==> config.mk <==
export PLATFORM = sky130hd
export DESIGN_NAME = sd_spi_responder
export DESIGN_NICKNAME = d
export VERILOG_FILES = /design/src/rtl/sd_spi_responder.sv
export SDC_FILE = /design/constraint.sdc
export NUM_CORES = 1
export LEC_CHECK = 0
export ABC_AREA = 1
export CORE_MARGIN = 4
export CORE_UTILIZATION = 30
export CTS_BUF_LIST = sky130_fd_sc_hd__clkbuf_4
export CTS_CLUSTER_DIAMETER = 60
export DETAILED_ROUTE_END_ITERATION = 8
export SYNTH_ARGS = -nofsm -noshare
export SYNTH_HDL_FRONTEND = slang
export SYNTH_SLANG_ARGS = --single-unit
==> constraint.sdc <==
create_clock -name clk -period 2.1 [get_ports clk]
set_input_delay 0.63 -clock clk [delete_from_list [all_inputs] [get_ports clk]]
set_output_delay 0.63 -clock clk [all_outputs]
set_load 0.02 [all_outputs]
==> src/rtl/sd_spi_responder.sv <==
`default_nettype none
// +----------------------------------------------------------------------------+
// | sd_spi_responder : SPI-mode SD card responder backed by a byte memory port |
// | Rev 1.0                                                                    |
// +----------------------------------------------------------------------------+
module sd_spi_responder #(
  parameter int INIT_COUNT = 2,
  parameter int BUSY_BYTES = 4
) (
  input  logic        clk,
  input  logic        rst,
  input  logic        cs,
  input  logic        sclk,
  input  logic        mosi,
  output logic        miso,
  output logic [31:0] mem_addr,
  input  logic [7:0]  mem_rd_data,
  output logic        mem_wr_en,
  output logic [7:0]  mem_wr_data,
  output logic [15:0] debug
);

  localparam logic [3:0] S_HUNT     = 4'd0;
  localparam logic [3:0] S_CMD_RX   = 4'd1;
  localparam logic [3:0] S_NCR      = 4'd2;
  localparam logic [3:0] S_RESP     = 4'd3;
  localparam logic [3:0] S_RD_GAP   = 4'd4;
  localparam logic [3:0] S_RD_TOKEN = 4'd5;
  localparam logic [3:0] S_RD_DATA  = 4'd6;
  localparam logic [3:0] S_RD_CRC   = 4'd7;
  localparam logic [3:0] S_WR_TOKEN = 4'd8;
  localparam logic [3:0] S_WR_DATA  = 4'd9;
  localparam logic [3:0] S_WR_CRC   = 4'd10;
  localparam logic [3:0] S_WR_DRESP = 4'd11;
  localparam logic [3:0] S_WR_BUSY  = 4'd12;

  localparam logic [7:0] INIT_LIM  = 8'(INIT_COUNT);
  localparam logic [8:0] BUSY_LAST = 9'(BUSY_BYTES - 1);

  logic       cs_s1_q, cs_s2_q, sclk_s1_q, sclk_s2_q, sclk_s3_q, mosi_s1_q, mosi_s2_q;
  logic [3:0] state_q, state_d;
  logic [2:0] bit_cnt_q, bit_cnt_d;
  logic [6:0] rx_sr_q, rx_sr_d;
  logic [7:0] tx_sr_q, tx_sr_d;
  logic       miso_q, miso_d;
  logic [5:0] cmd_q, cmd_d;
  logic [22:0] arg_q, arg_d;
  logic [8:0] cnt_q, cnt_d;
  logic [8:0] byte_idx_q, byte_idx_d;
  logic       idle_q, idle_d, app_q, app_d;
  logic [7:0] init_cnt_q, init_cnt_d;
  logic       mem_wr_en_q, mem_wr_en_d;
  logic [7:0] mem_wr_data_q, mem_wr_data_d;

  logic       cs_act, sclk_rise, sclk_fall, byte_done;
  logic [7:0] rx_byte;

  assign cs_act    = ~cs_s2_q;
  assign sclk_rise = sclk_s2_q & ~sclk_s3_q;
  assign sclk_fall = ~sclk_s2_q & sclk_s3_q;
  assign rx_byte   = {rx_sr_q, mosi_s2_q};
  assign byte_done = cs_act & sclk_rise & (bit_cnt_q == 3'd7);

  assign miso        = miso_q;
  assign mem_addr    = {arg_q, byte_idx_q};
  assign mem_wr_en   = mem_wr_en_q;
  assign mem_wr_data = mem_wr_data_q;
  assign debug       = {state_q, cmd_q, idle_q, app_q, 4'b0000};

  always_comb begin
    state_d       = state_q;
    bit_cnt_d     = bit_cnt_q;
    rx_sr_d       = rx_sr_q;
    tx_sr_d       = tx_sr_q;
    miso_d        = miso_q;
    cmd_d         = cmd_q;
    arg_d         = arg_q;
    cnt_d         = cnt_q;
    byte_idx_d    = byte_idx_q;
    idle_d        = idle_q;
    app_d         = app_q;
    init_cnt_d    = init_cnt_q;
    mem_wr_en_d   = 1'b0;
    mem_wr_data_d = mem_wr_data_q;

    // Advance the write address only after the strobe, so each write sees its own index.
    if (mem_wr_en_q && byte_idx_q != 9'd511) byte_idx_d = byte_idx_q + 9'd1;

    if (!cs_act) begin
      state_d   = S_HUNT;
      bit_cnt_d = 3'd0;
      miso_d    = 1'b1;
      tx_sr_d   = 8'hFF;
    end else begin
      if (sclk_fall) begin
        miso_d  = tx_sr_q[7];
        tx_sr_d = {tx_sr_q[6:0], 1'b1};
      end
      if (sclk_rise) begin
        rx_sr_d   = rx_byte[6:0];
        bit_cnt_d = bit_cnt_q + 3'd1;
      end
      // Each completed byte decides the next slot and loads the byte to send in it.
      if (byte_done) begin
        tx_sr_d = 8'hFF;
        case (state_q)
          S_HUNT: begin
            if (rx_byte[7:6] == 2'b01) begin
              cmd_d   = rx_byte[5:0];
              cnt_d   = 9'd0;
              state_d = S_CMD_RX;
            end
          end
          S_CMD_RX: begin
            if (cnt_q < 9'd4) begin
              arg_d = {arg_q[14:0], rx_byte};
              cnt_d = cnt_q + 9'd1;
            end else begin
              state_d = S_NCR;
            end
          end
          S_NCR: begin
            state_d = S_RESP;
            cnt_d   = 9'd0;
            case (cmd_q)
              6'd0: begin
                idle_d     = 1'b1;
                app_d      = 1'b0;
                init_cnt_d = 8'd0;
                tx_sr_d    = 8'h01;
              end
              6'd8, 6'd16: tx_sr_d = {7'd0, idle_q};
              6'd55: begin
                app_d   = 1'b1;
                tx_sr_d = {7'd0, idle_q};
              end
              6'd17, 6'd24: tx_sr_d = idle_q ? 8'h05 : 8'h00;
              6'd41: begin
                if (!app_q) begin
                  tx_sr_d = {5'd0, 1'b1, 1'b0, idle_q};
                end else if (init_cnt_q < INIT_LIM) begin
                  init_cnt_d = init_cnt_q + 8'd1;
                  tx_sr_d    = 8'h01;
                end else begin
                  idle_d  = 1'b0;
                  tx_sr_d = 8'h00;
                end
              end
              default: tx_sr_d = {5'd0, 1'b1, 1'b0, idle_q};
            endcase
          end
          S_RESP: begin
            if (cmd_q == 6'd8 && cnt_q < 9'd4) begin
              cnt_d = cnt_q + 9'd1;
              case (cnt_q[1:0])
                2'd2:    tx_sr_d = 8'h01;
                2'd3:    tx_sr_d = arg_q[7:0];
                default: tx_sr_d = 8'h00;
              endcase
            end else begin
              cnt_d      = 9'd0;
              byte_idx_d = 9'd0;
              if (cmd_q != 6'd55) app_d = 1'b0;
              if (!idle_q && cmd_q == 6'd17)      state_d = S_RD_GAP;
              else if (!idle_q && cmd_q == 6'd24) state_d = S_WR_TOKEN;
              else                                state_d = S_HUNT;
            end
          end
          S_RD_GAP: begin
            state_d = S_RD_TOKEN;
            tx_sr_d = 8'hFE;
          end
          S_RD_TOKEN: begin
            state_d    = S_RD_DATA;
            tx_sr_d    = mem_rd_data;
            byte_idx_d = 9'd1;
            cnt_d      = 9'd0;
          end
          S_RD_DATA: begin
            if (cnt_q == 9'd511) begin
              state_d = S_RD_CRC;
              cnt_d   = 9'd0;
            end else begin
              cnt_d   = cnt_q + 9'd1;
              tx_sr_d = mem_rd_data;
              if (byte_idx_q != 9'd511) byte_idx_d = byte_idx_q + 9'd1;
            end
          end
          S_RD_CRC: begin
            if (cnt_q == 9'd1) state_d = S_HUNT;
            else               cnt_d   = cnt_q + 9'd1;
          end
          S_WR_TOKEN: begin
            if (rx_byte == 8'hFE) begin
              state_d = S_WR_DATA;
              cnt_d   = 9'd0;
            end else if (rx_byte != 8'hFF) begin
              state_d = S_HUNT;
            end
          end
          S_WR_DATA: begin
            mem_wr_en_d   = 1'b1;
            mem_wr_data_d = rx_byte;
            if (cnt_q == 9'd511) begin
              state_d = S_WR_CRC;
              cnt_d   = 9'd0;
            end else begin
              cnt_d = cnt_q + 9'd1;
            end
          end
          S_WR_CRC: begin
            if (cnt_q == 9'd1) begin
              state_d = S_WR_DRESP;
              tx_sr_d = 8'h05;
            end else begin
              cnt_d = cnt_q + 9'd1;
            end
          end
          S_WR_DRESP: begin
            cnt_d = 9'd0;
            if (BUSY_BYTES == 0) begin
              state_d = S_HUNT;
            end else begin
              state_d = S_WR_BUSY;
              tx_sr_d = 8'h00;
            end
          end
          S_WR_BUSY: begin
            if (cnt_q == BUSY_LAST) begin
              state_d = S_HUNT;
            end else begin
              cnt_d   = cnt_q + 9'd1;
              tx_sr_d = 8'h00;
            end
          end
          default: state_d = S_HUNT;
        endcase
      end
    end
  end

  always_ff @(posedge clk) begin
    if (rst) begin
      cs_s1_q       <= 1'b1;
      cs_s2_q       <= 1'b1;
      sclk_s1_q     <= 1'b0;
      sclk_s2_q     <= 1'b0;
      sclk_s3_q     <= 1'b0;
      mosi_s1_q     <= 1'b1;
      mosi_s2_q     <= 1'b1;
      state_q       <= S_HUNT;
      bit_cnt_q     <= 3'd0;
      rx_sr_q       <= 7'd0;
      tx_sr_q       <= 8'hFF;
      miso_q        <= 1'b1;
      cmd_q         <= 6'd0;
      arg_q         <= 23'd0;
      cnt_q         <= 9'd0;
      byte_idx_q    <= 9'd0;
      idle_q        <= 1'b1;
      app_q         <= 1'b0;
      init_cnt_q    <= 8'd0;
      mem_wr_en_q   <= 1'b0;
      mem_wr_data_q <= 8'd0;
    end else begin
      cs_s1_q       <= cs;
      cs_s2_q       <= cs_s1_q;
      sclk_s1_q     <= sclk;
      sclk_s2_q     <= sclk_s1_q;
      sclk_s3_q     <= sclk_s2_q;
      mosi_s1_q     <= mosi;
      mosi_s2_q     <= mosi_s1_q;
      state_q       <= state_d;
      bit_cnt_q     <= bit_cnt_d;
      rx_sr_q       <= rx_sr_d;
      tx_sr_q       <= tx_sr_d;
      miso_q        <= miso_d;
      cmd_q         <= cmd_d;
      arg_q         <= arg_d;
      cnt_q         <= cnt_d;
      byte_idx_q    <= byte_idx_d;
      idle_q        <= idle_d;
      app_q         <= app_d;
      init_cnt_q    <= init_cnt_d;
      mem_wr_en_q   <= mem_wr_en_d;
      mem_wr_data_q <= mem_wr_data_d;
    end
  end

endmodule
`default_nettype wire

==> impl_metrics.yaml <==
run_status:
  outcome: "complete, no violations"
floorplanning:
  die_x_um: 141
  core_um2: 17300
  rows: 48
  start_util_pct: 30.5
  die_height_um: 141
  die-area_um2: 19800
  ioPinCount: 71
critical_path:
  cp-end-kind: "output pin"
  critPathTopFamily: "flip-flops"
  worstPathArrival_ns: 1.40
  crit_chain: "clkdlybuf4s15_1"
  worstPathRequired_ns: 1.47
  max_stage_delay_ns: 0.47
  crit_fanout: 6
  critPathLaunchType: "flop"
  critPathKind: "reg2out"
  worst-path-buf-inv: 1
  crit_slowest_cell: "dfxtp_1"
pwr:
  comb_power_share_pct: 3.6
  power.leakage_nw: 2.84
  power_density_nw_per_um2: 473
  power_frac_seq_pct: 59.7
  switchingPower_mw: 0.800
  power_mw: 3.07
  ir_worst_vdd_mv: 0.296
  pwr-share-clk_pct: 36.7
  switching_share_pct: 26.0
  p_int_mw: 2.27
detailed_routing:
  drt_iter0_markers: 291
  drc: 0
  wl_per_cell_um: 13.5
  route.detailed.vias_per_inst: 4.70
  via_count: 4991
  dr.pass1.iters: 7
  final_antenna_net_count: 0
  wl_um: 14300
cts:
  postCtsHoldBufs: 0
  cts_sinks: 96
  cts_tree: "done"
  htreeDepth: 3
  cts_max_path_buffers: 2
  cts-buffers-inserted: 9
  cts_root_buf: "clkbuf_4"
  insertion_delay_ns: 0.50
  clkTransAtPathRegs_ns: 0.16
layout:
  fillCellCount: 1856
  final_cell_mix: "nand2_1 (132), dfxtp_1 (83), inv_1 (78)"
  syn2layout_area_growth_pct: 23.1
  final_common_cell: "nand2_1"
  drive_above_1_share_pct: 17.9
  utilization_pct: 37.6
  fin_nets: 853
logic_synthesis:
  yosys_warnings: 0
  syn-cell-area_um2: 5280
  synth_xor_area_share_pct: 0.830
  yosysUniqueCellTypes: 42
  synthMuxAreaShare_pct: 0
  synthCells: 752
  ys_ff_latch: 96
  synth_top_family_by_area: "simple AND/OR/NAND/NOR gates"
  synth-seq-area-share_pct: 36.4
  synth_adder_area_share_pct: 2.13
  yosys.area_share.simple_pct: 33.1
  syn_avg_cell_area_um2: 7.02
  synth-compound-area-share_pct: 17.1
grt:
  grt_pass1_vias: 4623
  grt_max_degree: 53
  antenna_found_initial: 1
  grt_pass1_wl_um: 23500
  grt_overflow: 0
  track_usage_pct: 14.6
timing:
  drv_slew: 0
  layout_setup_ws_ns: 0.0696
  finClkSkew_ns: 0.0195
  rsz0062_at_grt: "yes"
  period_minus_slack_ns: 2.03
  setup_violations: 0
  hold_viol: 0
  fmax_ghz: 0.493
  period_share_pct: 96.7
  setup_tns_ns: 0
placed_design:
  gp_congestion: 0.950
  post-dp-hpwl_um: 10700
  dpl_worst_slack_ns: 0.0481
  portBuffers: 66
flow_run:
  max_cap_viol_count: 0
min_path:
  holdCritPathClass: "reg2reg"
## worst paths after layout
check / from / to / depth (start not counted) / slack [ns]
worst max-delay path: app_q / debug[4] / 1 / 0.07
worst min-delay path: sclk_s1_q / sclk_s2_q / 2 / 0.42
worst max register to register: byte_idx_q[1] / byte_idx_q[8] / 16 / 0.10
worst min register to register: sclk_s1_q / sclk_s2_q / 2 / 0.42
## layer usage
layer	up-vias	track usage [%]	part of all wire [%]
met5	-	0	0
met2	142	22.8	45
met4	0	3.98	1.1
met1	2231	20.3	48
met3	10	3.56	6.0
li1	2608	-	-
## power groups by stage
stage / Combinational [mW] / Sequential (mW) / Clock (mW)
5_1_grt: 0.125 / 1.84 / 1.23
3_3_place_gp: 0.112 / 1.87 / 0
2_1_floorplan: 0.0667 / 1.87 / 0
4_1_cts: 0.112 / 1.84 / 1.17
3_5_place_dp: 0.112 / 1.87 / 0
6_report: 0.111 / 1.83 / 1.13
## state kept, by name (all words and copies together), names as in the netlist, 3 cells and up
signal and cells:
byte_idx_q 9, cnt_q 9, bit_cnt_q 3, rx_sr_q 7
arg_q 23, init_cnt_q 8, cmd_q 6, tx_sr_q 8
mem_wr_data 8, state_q 4
## cell type report
type / count / area (um^2) / share of cell area, %
tap: 225 / 282 / 4.33
inverter: 97 / 369 / 5.68
timing repair buffer: 96 / 845 / 13.0
antenna: 1 / 2.50 / 0.0385
clock inverter: 7 / 98.8 / 1.52
sequential: 96 / 1940 / 29.9
multi-input combinational: 531 / 2890 / 44.5
clock buffer: 9 / 67.6 / 1.04
## metrics by stage
step | cell area [um^2] | cells | hold slack (ns)
after global placement | 6290 | 1042 | 0.390
after CTS | 6390 | 1058 | 0.420
after global routing | 6500 | 1062 | 0.448
after floorplan | 5290 | 755 | 0.388
after detailed placement | 6290 | 1042 | 0.397
final | 6500 | 1062 | 0.417
## cell usage after synthesis
| cell | n | area (um^2) |
|---|---|---|
| nor3b_1 | 2 | 15.0 |
| ha_1 | 9 | 113 |
| buf_2 | 8 | 40.0 |
| o21ai_1 | 12 | 60.1 |
| nand2_2 | 11 | 68.8 |
| a31o_2 | 1 | 8.76 |
| buf_1 | 2 | 7.51 |
| clkbuf_1 | 8 | 30.0 |
| a21oi_1 | 74 | 370 |
| inv_2 | 10 | 37.5 |
| o21ai_2 | 4 | 35.0 |
| nand3b_1 | 1 | 7.51 |
| buf_4 | 11 | 82.6 |
| xor2_1 | 4 | 35.0 |
| nand3_4 | 4 | 70.1 |
| inv_1 | 82 | 308 |
| nor3_1 | 9 | 45.0 |
| inv_4 | 2 | 12.5 |
| nand3_1 | 58 | 290 |
| nand2_4 | 4 | 45.0 |
| nand4_1 | 11 | 68.8 |
| buf_6 | 1 | 11.3 |
| clkinv_1 | 3 | 11.3 |
| nor2_2 | 8 | 50.1 |
| a21o_1 | 1 | 7.51 |
| nor2_1 | 69 | 259 |
| nor2_4 | 9 | 101 |
| nor3_2 | 2 | 20.0 |
| nand3_2 | 6 | 60.1 |
| conb_1 | 1 | 3.75 |
| o21ai_0 | 73 | 365 |
| or2_2 | 7 | 43.8 |
| nor4_4 | 1 | 21.3 |
| clkbuf_2 | 1 | 5.00 |
| nand3b_4 | 1 | 20.0 |
| a31oi_1 | 3 | 18.8 |
| nor2_8 | 3 | 60.1 |
| xnor2_1 | 1 | 8.76 |
| o211ai_1 | 3 | 22.5 |
| o22ai_1 | 2 | 12.5 |
| nand2_1 | 134 | 503 |
| dfxtp_1 | 96 | 1920 |
## cell families (layout without fill, tap and decap cells)
logic type | count (synthesis) | after routing
XOR/XNOR | 5 | 5
adder cells (fa/ha/maj) | 9 | 9
other | 1 | 5
AO/OA/AOI/OAI | 173 | 173
AND/OR/NAND/NOR | 340 | 340
flip-flops | 96 | 96
buffers and inverters | 128 | 209
## timing repair
action / 4_1_cts / 5_1_grt
gates resized for setup: 61 / 32
pin swaps: 0 / 12
endpoints found under the setup margin: 54 / 14
setup buffers: 0 / 3
Power figures use the tool's default switching activity.
